**config.mk**
```make
export PLATFORM = sky130hd
export DESIGN_NAME = sirv_apb_mst_arb2_flat
export DESIGN_NICKNAME = d
export VERILOG_FILES = /design/src/rtl/sirv_apb_mst_arb2_pkg.sv /design/src/rtl/sirv_apb_mst_arb2_if.sv /design/src/rtl/sirv_apb_rr_arb2.sv /design/src/rtl/sirv_apb_mst_arb2.sv /design/src/flat_wrapper.sv
export SDC_FILE = /design/constraint.sdc
export NUM_CORES = 1
export LEC_CHECK = 0
export BUFFER_PORTS_ARGS = -buffer_cell sky130_fd_sc_hd__buf_2
export CORE_AREA = 2 2 117 119
export CTS_BUF_LIST = sky130_fd_sc_hd__clkbuf_8
export DETAILED_ROUTE_END_ITERATION = 10
export DIE_AREA = 0 0 119 121
export PLACE_DENSITY = 0.72
export SLEW_MARGIN = 5
export SYNTH_ARGS = -nofsm -noshare
export SYNTH_HDL_FRONTEND = slang
export SYNTH_SLANG_ARGS = --single-unit
```
**constraint.sdc**
```tcl
create_clock -name clk -period 1.75 [get_ports clk]
set_input_delay 0.35 -clock clk [delete_from_list [all_inputs] [get_ports clk]]
set_output_delay 0.35 -clock clk [all_outputs]
set_load 0.1 [all_outputs]
```
**src/rtl/sirv_apb_mst_arb2_pkg.sv**
```systemverilog
// Shared types for the two-requester APB master controller.
package sirv_apb_mst_arb2_pkg;

    typedef enum logic [1:0] {
        ST_IDLE   = 2'd0,
        ST_SETUP  = 2'd1,
        ST_ACCESS = 2'd2
    } state_t;

    // Width of the ACCESS-phase timeout counter; at least one bit.
    function automatic int tout_w(int tout);
        return (tout < 1) ? 1 : $clog2(tout + 1);
    endfunction

endpackage

```
**src/rtl/sirv_apb_mst_arb2_if.sv**
```systemverilog
// Requester command/response ports and the APB master bus, bundled.
interface sirv_apb_mst_arb2_if #(
    parameter int AW = 32,
    parameter int DW = 32
);
    logic          req0_valid;
    logic          req0_ready;
    logic          req0_write;
    logic [AW-1:0] req0_addr;
    logic [DW-1:0] req0_wdata;
    logic          rsp0_valid;
    logic [DW-1:0] rsp0_rdata;
    logic          rsp0_err;

    logic          req1_valid;
    logic          req1_ready;
    logic          req1_write;
    logic [AW-1:0] req1_addr;
    logic [DW-1:0] req1_wdata;
    logic          rsp1_valid;
    logic [DW-1:0] rsp1_rdata;
    logic          rsp1_err;

    logic [AW-1:0] apb_paddr;
    logic          apb_pwrite;
    logic          apb_pselx;
    logic          apb_penable;
    logic [DW-1:0] apb_pwdata;
    logic [DW-1:0] apb_prdata;
    logic          apb_pready;
    logic          apb_pslverr;

    modport master (
        input  req0_valid, req0_write, req0_addr, req0_wdata,
        output req0_ready, rsp0_valid, rsp0_rdata, rsp0_err,
        input  req1_valid, req1_write, req1_addr, req1_wdata,
        output req1_ready, rsp1_valid, rsp1_rdata, rsp1_err,
        output apb_paddr, apb_pwrite, apb_pselx, apb_penable, apb_pwdata,
        input  apb_prdata, apb_pready, apb_pslverr
    );

    modport slave (
        output req0_valid, req0_write, req0_addr, req0_wdata,
        input  req0_ready, rsp0_valid, rsp0_rdata, rsp0_err,
        output req1_valid, req1_write, req1_addr, req1_wdata,
        input  req1_ready, rsp1_valid, rsp1_rdata, rsp1_err,
        input  apb_paddr, apb_pwrite, apb_pselx, apb_penable, apb_pwdata,
        output apb_prdata, apb_pready, apb_pslverr
    );
endinterface

```
**src/rtl/sirv_apb_rr_arb2.sv**
```systemverilog
// Two-way round-robin grant; last_grant moves only when a command is accepted.
module sirv_apb_rr_arb2 (
    input  logic       clk,
    input  logic       rst,
    input  logic [1:0] valid,
    input  logic       accept,
    output logic       grant,
    output logic       any
);
    logic last_grant;

    assign any = |valid;

    always_comb begin
        grant = 1'b0;
        unique case (valid)
            2'b11:   grant = ~last_grant;
            2'b10:   grant = 1'b1;
            default: grant = 1'b0;
        endcase
    end

    // Reset to 1 so requester 0 wins the first tie.
    always_ff @(posedge clk) begin
        if (rst) begin
            last_grant <= 1'b1;
        end else if (accept) begin
            last_grant <= grant;
        end
    end
endmodule

```
**src/rtl/sirv_apb_mst_arb2.sv**
```systemverilog
// Two-requester APB master: round-robin accept, SETUP/ACCESS sequencing,
// PREADY wait states, ACCESS timeout and registered per-requester responses.
module sirv_apb_mst_arb2
    import sirv_apb_mst_arb2_pkg::*;
#(
    parameter int AW       = 32,
    parameter int DW       = 32,
    parameter int TOUT_CYC = 64
) (
    input logic                 clk,
    input logic                 rst,
    sirv_apb_mst_arb2_if.master bus
);
    localparam int CW = tout_w(TOUT_CYC);
    localparam logic [CW-1:0] TLAST = (TOUT_CYC == 0) ? '0 : CW'(TOUT_CYC - 1);

    state_t        state;
    state_t        nxt;
    logic [CW-1:0] cnt;
    logic [AW-1:0] addr_q;
    logic          write_q;
    logic [DW-1:0] wdata_q;
    logic          sel_q;
    logic          rsp_v;
    logic          rsp_sel;
    logic          rsp_err;
    logic [DW-1:0] rsp_rdata;
    logic          grant;
    logic          any;
    logic          accept;
    logic          done;
    logic          tout_hit;

    sirv_apb_rr_arb2 u_arb (
        .clk    (clk),
        .rst    (rst),
        .valid  ({bus.req1_valid, bus.req0_valid}),
        .accept (accept),
        .grant  (grant),
        .any    (any)
    );

    assign tout_hit = (TOUT_CYC != 0) && (cnt == TLAST);

    always_comb begin
        nxt    = state;
        accept = 1'b0;
        done   = 1'b0;
        unique case (state)
            ST_IDLE: begin
                if (any) begin
                    accept = 1'b1;
                    nxt    = ST_SETUP;
                end
            end
            ST_SETUP:  nxt = ST_ACCESS;
            ST_ACCESS: begin
                if (bus.apb_pready || tout_hit) begin
                    done = 1'b1;
                    nxt  = ST_IDLE;
                end
            end
            default: nxt = ST_IDLE;
        endcase
    end

    always_ff @(posedge clk) begin
        if (rst) begin
            state <= ST_IDLE;
        end else begin
            state <= nxt;
        end
    end

    always_ff @(posedge clk) begin
        if (rst) begin
            cnt       <= '0;
            addr_q    <= '0;
            write_q   <= 1'b0;
            wdata_q   <= '0;
            sel_q     <= 1'b0;
            rsp_v     <= 1'b0;
            rsp_sel   <= 1'b0;
            rsp_err   <= 1'b0;
            rsp_rdata <= '0;
        end else begin
            if (accept) begin
                addr_q  <= grant ? bus.req1_addr  : bus.req0_addr;
                write_q <= grant ? bus.req1_write : bus.req0_write;
                wdata_q <= grant ? bus.req1_wdata : bus.req0_wdata;
                sel_q   <= grant;
            end
            if (state == ST_ACCESS && !done) begin
                cnt <= cnt + 1'b1;
            end else begin
                cnt <= '0;
            end
            // PREADY takes priority over a timeout landing in the same cycle.
            rsp_v     <= done;
            rsp_sel   <= sel_q;
            rsp_err   <= done && (bus.apb_pready ? bus.apb_pslverr : 1'b1);
            rsp_rdata <= (done && bus.apb_pready && !write_q) ? bus.apb_prdata : '0;
        end
    end

    assign bus.req0_ready  = accept && !grant;
    assign bus.req1_ready  = accept && grant;
    assign bus.apb_paddr   = addr_q;
    assign bus.apb_pwrite  = write_q;
    assign bus.apb_pwdata  = wdata_q;
    assign bus.apb_pselx   = (state != ST_IDLE);
    assign bus.apb_penable = (state == ST_ACCESS);
    assign bus.rsp0_valid  = rsp_v && !rsp_sel;
    assign bus.rsp1_valid  = rsp_v && rsp_sel;
    assign bus.rsp0_err    = bus.rsp0_valid && rsp_err;
    assign bus.rsp1_err    = bus.rsp1_valid && rsp_err;
    assign bus.rsp0_rdata  = bus.rsp0_valid ? rsp_rdata : '0;
    assign bus.rsp1_rdata  = bus.rsp1_valid ? rsp_rdata : '0;
endmodule

```
**src/flat_wrapper.sv**
```systemverilog
// flat-port wrapper written by rule: the top's interface ports become plain ports
module sirv_apb_mst_arb2_flat import sirv_apb_mst_arb2_pkg::*;
#(
    parameter int AW       = 32,
    parameter int DW       = 32,
    parameter int TOUT_CYC = 64
)
  (clk, rst, bus_req0_valid, bus_req0_write, bus_req0_addr, bus_req0_wdata, bus_req0_ready, bus_rsp0_valid, bus_rsp0_rdata, bus_rsp0_err, bus_req1_valid, bus_req1_write, bus_req1_addr, bus_req1_wdata, bus_req1_ready, bus_rsp1_valid, bus_rsp1_rdata, bus_rsp1_err, bus_apb_paddr, bus_apb_pwrite, bus_apb_pselx, bus_apb_penable, bus_apb_pwdata, bus_apb_prdata, bus_apb_pready, bus_apb_pslverr);
  sirv_apb_mst_arb2_if #(.AW(AW), .DW(DW)) bus_i ();
  input logic clk;
  input logic rst;
  input wire logic [$bits(bus_i.req0_valid)-1:0] bus_req0_valid;
  input wire logic [$bits(bus_i.req0_write)-1:0] bus_req0_write;
  input wire logic [$bits(bus_i.req0_addr)-1:0] bus_req0_addr;
  input wire logic [$bits(bus_i.req0_wdata)-1:0] bus_req0_wdata;
  output wire logic [$bits(bus_i.req0_ready)-1:0] bus_req0_ready;
  output wire logic [$bits(bus_i.rsp0_valid)-1:0] bus_rsp0_valid;
  output wire logic [$bits(bus_i.rsp0_rdata)-1:0] bus_rsp0_rdata;
  output wire logic [$bits(bus_i.rsp0_err)-1:0] bus_rsp0_err;
  input wire logic [$bits(bus_i.req1_valid)-1:0] bus_req1_valid;
  input wire logic [$bits(bus_i.req1_write)-1:0] bus_req1_write;
  input wire logic [$bits(bus_i.req1_addr)-1:0] bus_req1_addr;
  input wire logic [$bits(bus_i.req1_wdata)-1:0] bus_req1_wdata;
  output wire logic [$bits(bus_i.req1_ready)-1:0] bus_req1_ready;
  output wire logic [$bits(bus_i.rsp1_valid)-1:0] bus_rsp1_valid;
  output wire logic [$bits(bus_i.rsp1_rdata)-1:0] bus_rsp1_rdata;
  output wire logic [$bits(bus_i.rsp1_err)-1:0] bus_rsp1_err;
  output wire logic [$bits(bus_i.apb_paddr)-1:0] bus_apb_paddr;
  output wire logic [$bits(bus_i.apb_pwrite)-1:0] bus_apb_pwrite;
  output wire logic [$bits(bus_i.apb_pselx)-1:0] bus_apb_pselx;
  output wire logic [$bits(bus_i.apb_penable)-1:0] bus_apb_penable;
  output wire logic [$bits(bus_i.apb_pwdata)-1:0] bus_apb_pwdata;
  input wire logic [$bits(bus_i.apb_prdata)-1:0] bus_apb_prdata;
  input wire logic [$bits(bus_i.apb_pready)-1:0] bus_apb_pready;
  input wire logic [$bits(bus_i.apb_pslverr)-1:0] bus_apb_pslverr;
  assign bus_i.req0_valid = bus_req0_valid;
  assign bus_i.req0_write = bus_req0_write;
  assign bus_i.req0_addr = bus_req0_addr;
  assign bus_i.req0_wdata = bus_req0_wdata;
  assign bus_req0_ready = bus_i.req0_ready;
  assign bus_rsp0_valid = bus_i.rsp0_valid;
  assign bus_rsp0_rdata = bus_i.rsp0_rdata;
  assign bus_rsp0_err = bus_i.rsp0_err;
  assign bus_i.req1_valid = bus_req1_valid;
  assign bus_i.req1_write = bus_req1_write;
  assign bus_i.req1_addr = bus_req1_addr;
  assign bus_i.req1_wdata = bus_req1_wdata;
  assign bus_req1_ready = bus_i.req1_ready;
  assign bus_rsp1_valid = bus_i.rsp1_valid;
  assign bus_rsp1_rdata = bus_i.rsp1_rdata;
  assign bus_rsp1_err = bus_i.rsp1_err;
  assign bus_apb_paddr = bus_i.apb_paddr;
  assign bus_apb_pwrite = bus_i.apb_pwrite;
  assign bus_apb_pselx = bus_i.apb_pselx;
  assign bus_apb_penable = bus_i.apb_penable;
  assign bus_apb_pwdata = bus_i.apb_pwdata;
  assign bus_i.apb_prdata = bus_apb_prdata;
  assign bus_i.apb_pready = bus_apb_pready;
  assign bus_i.apb_pslverr = bus_apb_pslverr;
  sirv_apb_mst_arb2 #(.AW(AW), .DW(DW), .TOUT_CYC(TOUT_CYC)) u_core (.clk(clk), .rst(rst), .bus(bus_i));
endmodule
```
* After elaboration in Yosys (flattened, before gate mapping) *
Cells that the tools add are included.

storage, ports and cells
  bits in registers = 111
  input port bits = 168
  output and inout bits = 137
  logic and storage cells = 57

operators by class
  add/subtract/negate cells = 1
  equal/unequal tests = 7
  multiplexer cells = 14
  bitwise gates (word level) = 3
  reductions and logical operators = 21

operators with widths
  kind                   count
  $mux W32               4
  $logic_and A1 B1 Y1    10
  $add A7 B1 Y7 const B  1
  $eq A7 B6 Y1 const B   1
  $eq A2 B2 Y1 const B   3
  $mux W1                6
  $pmux W2 S3            1
  $reduce_or A2 Y1       3
  $logic_not A1 Y1       4
  $mux W2                2
  $ne A2 B1 Y1 const B   2
  $not A1 Y1             3
  $eq A2 B1 Y1 const B   1
  $logic_not A2 Y1       1
  $pmux W1 S2            1
  $reduce_and A2 Y1      1
  $reduce_bool A2 Y1     1
  $logic_or A1 B1 Y1     1

* Depth between registers and ports, before layout *
Gate-level depths: netlist (run 1).

  word-level depth = 8
  gate-level depth with buffers = 6
  depth with buffers taken out = 4

* Modules after synthesis *
From an unflattened synthesis (run 1), not the netlist that was laid out.

second synthesis, totals
  cell total of the unflattened synthesis = 493
  area, all modules = 4782.1 um^2

by module, submodules not included
  module             instances  cells each  area an instance (um^2)  seq. area each (um^2)
  sirv_apb_mst_arb2  1          488         4733.3                   2202.1
  sirv_apb_rr_arb2   1          5           48.8                     20.0

* Worst setup path after synthesis (run 1) *
No wires, ideal clock.

  kind = flip-flop to output port
  start = register u_core.rsp_v
  end = output bus_rsp0_rdata[22]
  data arrival time = 2.527 ns
  data required time = 1.400 ns
  path slack = -1.127 ns
  stages on the path, launching flop included = 4
  buffers on the path = 1
  cell sequence = dfxtp_1 nor2b_1 clkbuf_1 and2_1

on the way
  word-level cells in the longest chain between the ends = 2

RTL lines
  element                 line                      text
  from (decl)             sirv_apb_mst_arb2.sv:24   logic rsp_v;
  from (signal assigned)  sirv_apb_mst_arb2.sv:99   rsp_v <= done;
  $logic_and A1 B1 Y1     sirv_apb_mst_arb2.sv:113  assign bus.rsp0_valid = rsp_v && !rsp_sel;
  net bus_rsp0_valid      flat_wrapper.sv:17        output wire logic [$bits(bus_i.rsp0_valid)-1:0] bus_rsp0_valid;
  $mux W32                sirv_apb_mst_arb2.sv:117  assign bus.rsp0_rdata = bus.rsp0_valid ? rsp_rdata : '0;
  to (decl)               flat_wrapper.sv:18        output wire logic [$bits(bus_i.rsp0_rdata)-1:0] bus_rsp0_rdata;

The timed path passes the listed nets, and every way through them passes these cells.

* Worst setup path after layout (run 1) *
  start = register u_core.rsp_v
  end = output bus_rsp0_rdata[15]

on the way
  word-level cells in the longest chain between the ends = 2

RTL lines
  element              line
  $logic_and A1 B1 Y1  sirv_apb_mst_arb2.sv:113
  $mux W32             sirv_apb_mst_arb2.sv:117

No other way between the ends.

==> metrics.md, run 1 <==
| Metric | Value |
|---|---|
| Status | finished, violations left |
| Failing checks | setup timing |
| P&R area growth vs syn | 64.7% |
| Initial antenna violation count | 1 |
| I/O Buffers | 304 |
| Async S/R FF share, synth | 0 |
| Power Density | 856 nW/um^2 |
| Adder and majority gate portion of the synthesized area | 0.00259 |
| Crit-path max FO | 34 |
| GPL Wtd Cong | 0.794 |
| Register area share after synthesis | 0.460 |
| Prevailing post-synth register cell | dfxtp_1 |
| Slew at the pin with the worst max-slew slack | 0.510 ns |
| Final hold vios | 0 |
| Synth cell count leaders | 132 x nand3_1, 111 x dfxtp_1, 66 x and2_1 |
| Leakage | 3.53 nW |
| Worst-path clk slew | 0.10 ns |
| Max clock buf depth | 2 |
| FMAX | 0.559 GHz |
| Die Height | 121 um |
| Place WS | 0.219 ns |
| Root buf cell | clkbuf_8 |
| Vias | 5534 |
| Number of global-route vias before repair | 5360 |
| CP startpoint | u_core.rsp_v$_SDFF_PP0_ |
| Crit path to | bus_rsp0_rdata[15] |
| Crit end category | output pin |
| Die width | 119 um |
| Final period utilization | 1.02 |
| Die ar. | 14400 um^2 |
| Avg Inst Size Synth | 8.32 um^2 |
| Crit path DAT | 1.44 ns |
| Syn Nets | 750 |
| # diodes | 0 |
| Reg-to-Reg Start | u_core.state[0]$_SDFFE_PP0P_ |
| Grt total ovfl | 0 |
| Max IR drop VDD | 0.000578 V |
| Post-DP HPWL | 12500 um |
| Min Tclk post-route | 1.79 ns |
| Syn Inst Count | 581 |
| Largest net degree at the start of global routing | 66 |
| Hold Crit Depth | 2 |
| Nets | 1023 |
| Ranking of synthesized cells by area | dfxtp_1 46%, nand3_1 14%, and2_1 8.5% |
| Reg2reg end | u_core.bus.apb_pwdata[17]$_SDFFE_PP0P_ |
| Max-Cap Viols | 0 |
| Critical path type | register to output pin |
| Final setup fails | 34 |
| Number of synthesis warnings | 0 |
| Final setup margin | -0.0390 ns |
| ANT nets after route | 0 |
| Placed cell area | 7660 um^2 |
| CTS tree | yes |
| Layout Skew | 0.0149 ns |
| Hold WC Path Type | input port to register |
| # hold bufs at CTS | 0 |
| Total GRT Usage | 0.235 |
| Design Power | 0.00682 W |
| FF+latch count, synth | 111 |
| IO Pins | 305 |
| Final core utilization | 0.609 |
| Most prevalent standard cell on the critical path | buf_12 |
| Top cell type's share of synthesized area | 0.460 |
| Initial DRC count | 410 |
| Post-synth top area cell | dfxtp_1 |
| Yosys cell types | 34 |
| DR vias/cell | 5.35 |
| Synth Area in Compound Gates | 0.166 |
| CORE AREA | 13100 um^2 |
| Req. time, crit path | 1.40 ns |
| Crit path cell chain | nor2b_4 -> buf_12 -> and2_2 -> buf_12 |
| Max-slew violations | 0 |
| Xor/xnor share of the synthesized area | 0.00543 |
| Fin area | 7970 um^2 |
| H-tree levels | 3 |
| Slowest stage cell, crit path | dfxtp_2 |
| FILL cells | 1072 |
| Largest family of logic cells by synthesized area | simple AND/OR/NAND/NOR gates |
| Residual DRC | 0 |
| Cell Rows | 42 |
| Initial Util | 0.370 |
| RSZ-0062 raised after global routing | yes |
| R2R depth | 6 |
| Final hold slack | 0.176 ns |
| Slew headroom | 0.662 |
| Drt wl/cell | 16.6 um |
| Share of layout cells above drive strength 1 | 0.459 |
| Total Wirelength | 17200 um |
| Simple-Gate Fraction of Synth Area | 0.302 |
| Post-synthesis cell area | 4840 um^2 |
| EDFF count, synth | 0 |
| Startpoint Class | register |
| First-pass GRT wire length | 27500 um |
| Later-pin clock latency in the skew report | 0.37 ns |
| Worst reg-to-reg setup slack | 0.19 ns |
| Mux cell area share after synthesis | 0 |
| DRT Pass-1 Iters | 5 |
| Max incr delay on CP | 0.36 ns |
| Clock sink count | 111 |
| Total CTS buffers | 9 |
| Count leader, synth | nand3_1 |
[final cells by class]
cell class | count | area (um^2) | area share
multi-input combinational | 404 | 2410 | 0.302
tap | 176 | 220 | 0.0276
sequential | 111 | 2230 | 0.280
timing repair buffer | 324 | 2860 | 0.359
clock buffer | 10 | 138 | 0.0173
inverter | 4 | 21.3 | 0.00267
clock inverter | 6 | 91.3 | 0.0115
[flip-flops by register name (all words and copies together), names as in the netlist]
signal / count
u_core.cnt: 7
u_core.rsp_v: 1
u_core.sel_q: 1
u_core.u_arb.last_grant: 1
u_core.bus.apb_pwrite: 1
u_core.bus.apb_paddr: 32
u_core.rsp_sel: 1
u_core.state: 2
u_core.rsp_rdata: 32
u_core.bus.apb_pwdata: 32
u_core.rsp_err: 1
[kinds of logic after synthesis]
group	count (synthesis)
buffers and inverters	66
AOI/OAI and AO/OA	141
adders and majority gates	1
DFF	111
and+or+nand+nor	259
xor gates and xnor gates	3
[routing by layer]
| layer | global-route usage | wire length (um) | vias to the layer above | part of all wire |
|---|---|---|---|---|
| met5 | 0 | 13 | - | 0.00076 |
| met4 | 0.0774 | 405 | 2 | 0.024 |
| met3 | 0.0644 | 1510 | 33 | 0.088 |
| met2 | 0.409 | 8540 | 318 | 0.50 |
| met1 | 0.281 | 6730 | 2556 | 0.39 |
| li1 | - | - | 2625 | - |
[how the worst min path moves through the flow]
stage,from,to,slack [ns]
floorplan,u_core.cnt[0]$_SDFF_PP0_,u_core.cnt[0]$_SDFF_PP0_,0.42
global placement,u_core.cnt[6]$_SDFF_PP0_,u_core.cnt[6]$_SDFF_PP0_,0.43
detailed placement,u_core.cnt[6]$_SDFF_PP0_,u_core.cnt[6]$_SDFF_PP0_,0.44
CTS,bus_apb_prdata[26],u_core.rsp_rdata[26]$_SDFF_PP0_,0.16
global route,bus_apb_prdata[26],u_core.rsp_rdata[26]$_SDFF_PP0_,0.15
finish,bus_apb_prdata[26],u_core.rsp_rdata[26]$_SDFF_PP0_,0.18
[critical path, delay by kind of cell, from the launching register on]
kind                   cells  cell delay, ns
flip-flops                 1            0.36
buffers and inverters      2            0.36
AND/OR/NAND/NOR            2            0.35
[timing repair]
item,CTS,global route
hold endpoints to repair,0,0
gates resized for setup,13,4
setup buffers,2,0
endpoints found under the setup margin,60,58
pin swaps,2,0
[stage by stage]
stage               cells  TNS (ns)
detailed placement   1017         0
finish               1035    -0.725
floorplan             581    -0.830
global placement     1017         0
global route         1035     -4.94
CTS                  1035     -1.59
[power by group]
group / internal [W] / switching, W / total (W)
combinational: 0.000534 / 0.00175 / 0.00229
sequential: 0.00269 / 0.0000898 / 0.00278
clock: 0.000855 / 0.000896 / 0.00175
[placed cells by master (no fill, tap or decap), drive strengths merged, types with 2 or more instances in the layout]
master	Yosys	final
a21oi	2	2
a31oi	65	65
and2	66	66
and3	34	34
buf	27	324
bufinv	0	2
clkbuf	35	10
clkinv	0	3
dfxtp	111	111
inv	4	4
nand2	4	4
nand2b	3	3
nand3	132	132
nand3b	2	2
nor2	9	9
nor2b	2	2
nor3	2	2
nor4b	2	2
o21ai	70	70
or3	2	2
xor2	2	2
Note: power is estimated with default switching activity, not from simulation.
==> inputs of run 2 (changes only) <==
==> constraint.sdc (replaced) <==
create_clock -name clk -period 1.75 [get_ports clk]
set_input_delay 0.35 -clock clk [delete_from_list [all_inputs] [get_ports clk]]
set_output_delay 0.35 -clock clk [all_outputs]
set_load 0.05 [all_outputs]
==> run 2 against run 1 <==
Net effect: the flow still finishes with violations (setup timing); wire length is 0.25% higher; power is 12% lower; clock skew is 0.00072 ns higher; via count is 1.1% lower; core utilization is 6.2 points lower; clock power is 9% lower; hold slack worse by 0.0052 ns; largest cell class is now multi-input gates; critical endpoint is now bus_rsp0_rdata[20].
==> metrics.md, run 2 (synthesis gave the netlist of run 1 again) <==
| Metric | Value |
|---|---|
| Max IR drop VDD | 0.000524 V |
| Crit-path leading delay family | simple AND/OR/NAND/NOR gates |
| Grt total ovfl | 0 |
| DRT Pass-1 Iters | 5 |
| Vias | 5473 |
| Min Tclk post-route | 1.76 ns |
| Leakage | 3.35 nW |
| Final period utilization | 1.00 |
| Commonest non-fill, non-tap cell in the layout | buf_2 |
| Total CTS buffers | 9 |
| Setup_tns | -0.0129 ns |
| Layout Skew | 0.0156 ns |
| P&R area growth vs syn | 47.9% |
| Die Height | 121 um |
| FILL cells | 1207 |
| Worst reg-to-reg setup slack | 0.35 ns |
| Power Density | 844 nW/um^2 |
| Initial DRC count | 368 |
| Crit path cell chain | nor2b_4 -> buf_8 -> and2_1 -> buf_6 |
| Req. time, crit path | 1.40 ns |
| Largest net degree at the start of global routing | 70 |
| Worst path depth | 4 |
| First-pass GRT wire length | 27300 um |
| Commonest cells after routing, fill and taps aside | 234 x buf_2, 132 x nand3_1, 108 x dfxtp_1 |
| Critical path type | register to output pin |
| Die ar. | 14400 um^2 |
| Max clock buf depth | 2 |
| Crit end category | output pin |
| CORE AREA | 13100 um^2 |
| Status | finished, violations left |
| Fin area | 7150 um^2 |
| Number of global-route vias before repair | 5243 |
| Crit path to | bus_rsp0_rdata[20] |
| Nets | 1023 |
| Final hold slack | 0.171 ns |
| Reg2reg end | u_core.bus.apb_paddr[1]$_SDFFE_PP0P_ |
| Failing checks | setup timing |
| # diodes | 0 |
| H-tree levels | 3 |
| Drt wl/cell | 16.7 um |
| RSZ-0062 raised after global routing | yes |
| Residual DRC | 0 |
| I/O Buffers | 304 |
| Design Power | 0.00604 W |
| Later-pin clock latency in the skew report | 0.37 ns |
| Initial Util | 0.370 |
| Clock sink count | 111 |
| R2R depth | 5 |
| Post-DP HPWL | 11400 um |
| Total GRT Usage | 0.234 |
| Startpoint Class | register |
| Hold WC Path Type | input port to register |
| Root buf cell | clkbuf_8 |
| Final setup fails | 2 |
| Slew headroom | 0.717 |
| Crit path buf inv count | 2 |
| CP startpoint | u_core.rsp_v$_SDFF_PP0_ |
| Die width | 119 um |
| Share of layout cells above drive strength 1 | 0.428 |
| Initial antenna violation count | 0 |
| FMAX | 0.569 GHz |
| Crit path DAT | 1.41 ns |
| Cell Rows | 42 |
| Final hold vios | 0 |
| ANT nets after route | 0 |
| Total Wirelength | 17200 um |
| Worst-path clk slew | 0.11 ns |
| Reg-to-Reg Start | u_core.state[1]$_SDFFE_PP0P_ |
| CTS tree | yes |
| Final core utilization | 0.547 |
| GPL Wtd Cong | 0.808 |
| Placed cell area | 6550 um^2 |
| Max incr delay on CP | 0.34 ns |
| Slowest stage cell, crit path | dfxtp_2 |
| Max-slew violations | 0 |
| # hold bufs at CTS | 0 |
| Max-Cap Viols | 0 |
| Crit-path max FO | 17 |
| IO Pins | 305 |
| DR vias/cell | 5.29 |
| Slew at the pin with the worst max-slew slack | 0.418 ns |
| Final setup margin | -0.00834 ns |
## run 2: cell types whose count changed in the layout (fill, tap and decap cells not counted), sizes merged
| cell | previous run | this run |
|---|---|---|
| inv | 4 | 6 |
| buf | 324 | 323 |
| bufinv | 2 | 1 |
| clkbuf | 10 | 11 |
| clkinvlp | 1 | 0 |
## run 2: worst reg2reg max path, cell delays in order, from the launching register on
cell     delay (ns)
dfxtp_2        0.42
nor2_4         0.08
inv_2          0.09
buf_4          0.37
o21ai_0        0.18
a31oi_1        0.19
## run 2: routing by layer
metal | track usage | up-vias | share of wire
met5 | 0 | - | 0
met4 | 0.0588 | 0 | 0.013
met3 | 0.0695 | 11 | 0.092
met2 | 0.408 | 283 | 0.50
met1 | 0.282 | 2554 | 0.40
li1 | - | 2625 | -
## run 2: power by group
part	switching [W]	leakage [nW]	internal (W)
sequential	0.0000899	0.908	0.00269
combinational	0.00116	2.34	0.000501
clock	0.000883	0.107	0.000711
## run 2: how the worst min path moves through the flow
stage,from,endpoint,slack (ns),cells after the start
global placement,u_core.cnt[0]$_SDFF_PP0_,u_core.cnt[0]$_SDFF_PP0_,0.43,1
detailed placement,u_core.cnt[0]$_SDFF_PP0_,u_core.cnt[0]$_SDFF_PP0_,0.44,1
global route,bus_apb_prdata[8],u_core.rsp_rdata[8]$_SDFF_PP0_,0.15,2
floorplan,u_core.cnt[0]$_SDFF_PP0_,u_core.cnt[0]$_SDFF_PP0_,0.42,1
finish,bus_apb_prdata[5],u_core.rsp_rdata[5]$_SDFF_PP0_,0.17,2
CTS,bus_apb_prdata[5],u_core.rsp_rdata[5]$_SDFF_PP0_,0.15,2
## run 2: layout make-up
type	count	area, um^2	share of cell area
well taps	176	220	0.0308
clock inverters	6	66.3	0.00927
flip-flops and latches	111	2230	0.311
repair buffers	324	2120	0.297
multi-input cells	404	2370	0.331
inverters	4	15.0	0.00210
clock buffers	10	138	0.0192
## run 2: metrics by stage
stage | worst slack, ns | instances
floorplan | 0.00863 | 581
global placement | 0.248 | 1016
detailed placement | 0.237 | 1016
CTS | -0.00479 | 1035
global route | -0.0984 | 1035
finish | -0.00834 | 1035
## run 2: what timing repair did
item                                    in CTS  in global routing
endpoints found under the setup margin      71                 70
gates resized for setup                    113                 17
buffers inserted                             2                  0
hold endpoints to repair                     0                  0
pin swaps                                    1                  5
gates cloned                                 1                  0
